==> src/rtl/io_control_unit.sv <==
// Hardwired fetch/execute sequencer for the CPU datapath (T0-T2 fetch, T3 execute of in/out/mfhi/mflo/nop/halt).
// Define IO_HANDSHAKE_EN to make `in` wait for inport_strobe before transferring and retiring.
module io_control_unit #(
  parameter int unsigned CNT_WIDTH = 16
) (
  input  logic                 Clock,
  input  logic                 clear,
  input  logic                 stop,
  input  logic [4:0]           ir_opcode,
  input  logic                 inport_strobe,
  output logic                 PCout,
  output logic                 IncPC,
  output logic                 MARin,
  output logic                 Zin,
  output logic                 Zlo_out,
  output logic                 PCin,
  output logic                 MDRin,
  output logic                 Mem_read,
  output logic                 Mem_enable512x32,
  output logic                 MDRout,
  output logic                 IRin,
  output logic                 Gra,
  output logic                 Rin,
  output logic                 Rout,
  output logic                 outport_in,
  output logic                 Inport_out,
  output logic                 HIout,
  output logic                 LOout,
  output logic                 run,
  output logic                 illegal_op,
  output logic [CNT_WIDTH-1:0] instr_count
);

  localparam logic [4:0] OP_IN   = 5'b10110;
  localparam logic [4:0] OP_OUT  = 5'b10111;
  localparam logic [4:0] OP_MFHI = 5'b11000;
  localparam logic [4:0] OP_MFLO = 5'b11001;
  localparam logic [4:0] OP_NOP  = 5'b11010;
  localparam logic [4:0] OP_HALT = 5'b11011;

  typedef enum logic [2:0] {
    S_RST,
    S_T0,
    S_T1,
    S_T2,
    S_T3,
    S_IN_WAIT,
    S_HALTED
  } state_e;

  state_e                 state_q, state_d;
  logic [CNT_WIDTH-1:0]   cnt_q, cnt_d;
  logic                   retire;
  logic                   in_ready;

`ifdef IO_HANDSHAKE_EN
  assign in_ready = inport_strobe;
`else
  logic unused_inport_strobe;
  assign unused_inport_strobe = inport_strobe;
  assign in_ready = 1'b1;
`endif

  always_ff @(posedge Clock) begin
    state_q <= state_d;
    cnt_q   <= cnt_d;
  end

  always_comb begin
    state_d = state_q;
    retire  = 1'b0;
    case (state_q)
      S_RST:  if (!stop) state_d = S_T0;
      S_T0:   state_d = S_T1;
      S_T1:   state_d = S_T2;
      S_T2:   state_d = S_T3;
      S_T3: begin
        if (ir_opcode == OP_HALT) begin
          state_d = S_HALTED;
        end else if (ir_opcode == OP_IN && !in_ready) begin
          state_d = S_IN_WAIT;
        end else begin
          retire  = 1'b1;
          state_d = stop ? S_RST : S_T0;
        end
      end
      S_IN_WAIT: begin
        if (in_ready) begin
          retire  = 1'b1;
          state_d = stop ? S_RST : S_T0;
        end
      end
      S_HALTED: state_d = S_HALTED;
      default:  state_d = S_RST;
    endcase
    // clear overrides everything, including a retiring transfer in the same cycle
    if (clear) state_d = S_RST;
  end

  always_comb begin
    cnt_d = cnt_q;
    if (clear)       cnt_d = '0;
    else if (retire) cnt_d = cnt_q + CNT_WIDTH'(1);
  end

  always_comb begin
    PCout            = 1'b0;
    IncPC            = 1'b0;
    MARin            = 1'b0;
    Zin              = 1'b0;
    Zlo_out          = 1'b0;
    PCin             = 1'b0;
    MDRin            = 1'b0;
    Mem_read         = 1'b0;
    Mem_enable512x32 = 1'b0;
    MDRout           = 1'b0;
    IRin             = 1'b0;
    Gra              = 1'b0;
    Rin              = 1'b0;
    Rout             = 1'b0;
    outport_in       = 1'b0;
    Inport_out       = 1'b0;
    HIout            = 1'b0;
    LOout            = 1'b0;
    illegal_op       = 1'b0;
    run              = (state_q != S_HALTED);
    case (state_q)
      S_T0: begin
        PCout = 1'b1;
        IncPC = 1'b1;
        MARin = 1'b1;
        Zin   = 1'b1;
      end
      S_T1: begin
        Zlo_out          = 1'b1;
        PCin             = 1'b1;
        MDRin            = 1'b1;
        Mem_read         = 1'b1;
        Mem_enable512x32 = 1'b1;
      end
      S_T2: begin
        MDRout = 1'b1;
        IRin   = 1'b1;
      end
      S_T3, S_IN_WAIT: begin
        case (ir_opcode)
          OP_OUT: begin
            Gra        = 1'b1;
            Rout       = 1'b1;
            outport_in = 1'b1;
          end
          OP_IN: begin
            Gra        = in_ready;
            Rin        = in_ready;
            Inport_out = in_ready;
          end
          OP_MFHI: begin
            Gra   = 1'b1;
            Rin   = 1'b1;
            HIout = 1'b1;
          end
          OP_MFLO: begin
            Gra   = 1'b1;
            Rin   = 1'b1;
            LOout = 1'b1;
          end
          OP_NOP, OP_HALT: ;
          default: illegal_op = 1'b1;
        endcase
      end
      default: ;
    endcase
  end

  assign instr_count = cnt_q;

endmodule
==> config.mk <==
export PLATFORM = sky130hd
export DESIGN_NAME = io_control_unit
export DESIGN_NICKNAME = d
export VERILOG_FILES = /design/src/rtl/io_control_unit.sv
export SDC_FILE = /design/constraint.sdc
export NUM_CORES = 1
export LEC_CHECK = 0
export CAP_MARGIN = 15
export CORE_ASPECT_RATIO = 0.5
export CORE_MARGIN = 1
export CORE_UTILIZATION = 40
export DETAILED_ROUTE_END_ITERATION = 10
export MAX_ROUTING_LAYER = met4
export PLACE_DENSITY = 0.85
export SKIP_LAST_GASP = 1
export SLEW_MARGIN = 20
export SYNTH_ARGS = -nofsm -noshare
export SYNTH_HDL_FRONTEND = slang
export SYNTH_SLANG_ARGS = --single-unit
==> constraint.sdc <==
create_clock -name Clock -period 2.1 [get_ports Clock]
set_input_delay 0.63 -clock Clock [delete_from_list [all_inputs] [get_ports Clock]]
set_output_delay 0.63 -clock Clock [all_outputs]
set_load 0.02 [all_outputs]
==> results by group <==
Detailed routing
  – DR vias: 1188
  – DR WL/cell: 13.9 um
  – DRT Wirelength: 3.08 mm
  – Drc violations: 0
  – Number of vias per cell: 5.35
  – Final ANT Viol Nets: 0
  – Pre-antenna DRT Iters: 4
  – DRT iter0 DRCs: 84

Clock network
  – CTS Sinks: 19
  – Hold-fix buffers, CTS: 0
  – Clk buf depth: 2
  – Worst-Skew Late Latency: 260 ps
  – H-tree depth: 1
  – CTS root buffer: clkbuf_8
  – CTS tree: done
  – TritonCTS Buffers: 3
  – Clock transition at the registers of the reported paths: 70 ps

Finish
  – Nets: 198
  – Layout cell share with drive strength beyond 1: 27.3%
  – Layout area overhead: 52.3%
  – Post-Layout Cell Count: 222
  – Diode count: 0
  – # fillers: 206

Global route
  – Largest net degree at the start of global routing: 20
  – Initial antenna violation count: 0
  – All-Layer GR Usage: 24.1%
  – First-pass GRT wire length: 4.95 mm
  – Vias in the first global route: 1095
  – Gr ovfl total: 0

Yosys
  – Ys Warns: 0
  – Number of distinct library cells after synthesis: 36
  – Avg Cell Area, Syn: 8.14 um^2
  – Cell Area, Synth: 1070 um^2
  – FF+latch count, synth: 19
  – Syn Inst Count: 132
  – Sequential area share after synthesis: 35.4%
  – Syn nets: 142

STA
  – Hold Fails Final Rpt: 0
  – RSZ-0062 raised after global routing: yes
  – Slew @ Worst Pin: 356 ps
  – F_max: 467 MHz
  – Fin Clk Skew: 2.55 ps
  – Final setup viols: 3
  – Fin crit period: 2140 ps
  – Final worst-path setup slack: -40.0 ps
  – Fin. max-slew vios: 0
  – Tcrit/Tclk final: 102%
  – Slew Limit Headroom: 76.2%
  – Min Hold Slack: 507 ps

Worst setup path
  – CP Data Required Time: 1470 ps
  – Cell Chain, Critical Path: buf_8, nand3b_1, nor2_2, clkdlybuf4s15_2
  – Delay-heaviest family, CP: simple AND/OR/NAND/NOR gates
  – Critical-path top delay cell: clkdlybuf4s15_2
  – WS Path Type: in -> out
  – CP Buf/Inv Count: 2
  – Worst-path maximum fanout: 5
  – CP Capture Type: output pin
  – Critical path's largest stage delay: 290 ps
  – Startpoint types: input port
  – Critical Path AT: 1510 ps

Power and ir drop
  – Cell Pwr Density: 491 nW/um^2
  – VDD IR-drop max: 0.375 mV
  – Combinational share of power: 21.4%
  – Part of the power in registers: 46.5%
  – Cell Int Power: 0.583 mW
  – Switching Fraction: 27.5%
  – Net Switching: 0.222 mW
  – Clock Power Share: 32.1%
  – Leak pwr: 0.668 nW

Die
  – Starting Density: 45.3%
  – Core area: 2370 um^2
  – Die H: 38.7 um
  – Row count: 12
  – I/O pin count: 45
  – Die width: 75.3 um
  – Die Area: 2910 um^2

Place
  – GP Congestion: 0.821
  – Cells after DPL: 215
  – Place WS: -860 ps
  – PortBufs: 43
  – DP HPWL: 2.22 mm

Min path
  – Worst Hold Class: reg -> reg

Run status
  – Status: complete, but fails checks
  – Failing checks: setup timing

Job
  – MaxCap Viol Count: 0
## layout by cell type (no fill, tap or decap), drive strengths merged, types with 2 or more instances in the layout
cell / instances
a21oi: 13
and4: 2
and4b: 2
buf: 31
clkbuf: 8
clkdlybuf4s15: 2
clkdlybuf4s50: 18
dfxtp: 19
dlygate4sd2: 9
inv: 4
nand2: 9
nand3: 4
nor2: 15
nor3: 5
o2111ai: 2
o211ai: 3
o21ai: 8
o31ai: 3
or3: 6
or4: 3
xor2: 6
## synthesized netlist by cell type, drive strengths merged
master	n	area share (%)
ha	1	1.2
nor2b	1	0.58
or4	3	2.1
nand4b	1	1.4
nor2	15	5.2
or3	6	3.5
and2	1	0.58
a211oi	1	0.70
nand3b	1	0.70
and4b	2	1.9
nor3	5	2.3
inv	4	1.4
dfxtp	19	35
xor2	6	4.9
a21boi	1	0.70
o21ai	8	3.7
o32a	1	0.93
clkbuf	1	0.35
or4b	1	0.93
o211ai	3	2.6
a21oi	13	6.1
nand3	4	1.9
and3	1	0.58
and2b	1	0.70
nand4	1	0.58
o31ai	3	2.1
nand2	9	3.1
nand2b	1	0.58
o2111ai	2	1.6
buf	13	9.2
and4	2	1.6
mux2i	1	0.93
## layer usage
| metal | global-route usage, % | part of all wire [%] |
|---|---|---|
| met5 | - | 0 |
| met4 | 9.72 | 3.1 |
| met3 | 5.21 | 8.6 |
| met2 | 40.4 | 46 |
| met1 | 29.0 | 42 |
## what timing repair did
item / 4_1_cts / 5_1_grt
pin swaps: 5 / 3
hold endpoints to repair: 0 / 0
setup buffers: 2 / 1
gates resized for setup: 66 / 15
setup endpoints to repair: 19 / 15
## sequential cells by signal, indices dropped and copies added (netlist names)
| register | flops |
|---|---|
| state_q | 3 |
| instr_count | 16 |
## cell families after synthesis
kind of cell / after synthesis / share of synthesized area (%)
AND/OR/NAND/NOR: 55 / 28.3
AO/OA/AOI/OAI: 32 / 18.4
flip-flops: 19 / 35.4
buffers and inverters: 18 / 10.9
XOR/XNOR: 6 / 4.89
multiplexers: 1 / 0.931
adder cells (fa/ha/maj): 1 / 1.16
## metrics by stage
step           TNS [ps]  utilization [%]  area, um^2  total power [mW]
2_1_floorplan         0                -        1080             0.486
3_3_place_gp      -7890             67.2        1590             0.560
3_5_place_dp      -9080             67.2        1590             0.562
4_1_cts           -8.00             68.7        1630             0.803
5_1_grt            -323             69.0        1640             0.840
6_report           -100             69.0        1640             0.804
## final timing paths
check	start	to	slack, ps	cells past startpoint
setup / recovery	ir_opcode[3]	outport_in	-40	4
hold / removal	instr_count[14]$_SDFFE_PP0P_	instr_count[14]$_SDFFE_PP0P_	510	2
setup reg to reg	instr_count[7]$_SDFFE_PP0P_	instr_count[15]$_SDFFE_PP0P_	430	4
hold reg to reg	instr_count[14]$_SDFFE_PP0P_	instr_count[14]$_SDFFE_PP0P_	510	2
## cell type report
class	instances	area [um^2]	area share, %
Multi-Input combinational cell	95	608	37.2
Timing Repair Buffer	65	543	33.2
Sequential cell	19	382	23.3
Clock buffer	4	45.0	2.75
Tap cell	35	43.8	2.68
Inverter	4	15.0	0.917
## worst min-delay path, delay by kind of cell (launching register included)
kind               cells  cell delay (ps)
AOI/OAI and AO/OA      2              130
DFF                    1              330
## power by group through the flow
stage	registers, mW	clock network [mW]	logic [mW]
global route	0.375	0.280	0.185
global placement	0.382	0	0.178
CTS	0.374	0.259	0.170
floorplan	0.384	0	0.102
finish	0.374	0.258	0.172
detailed placement	0.382	0	0.180
(Power assumes the default switching activity.)
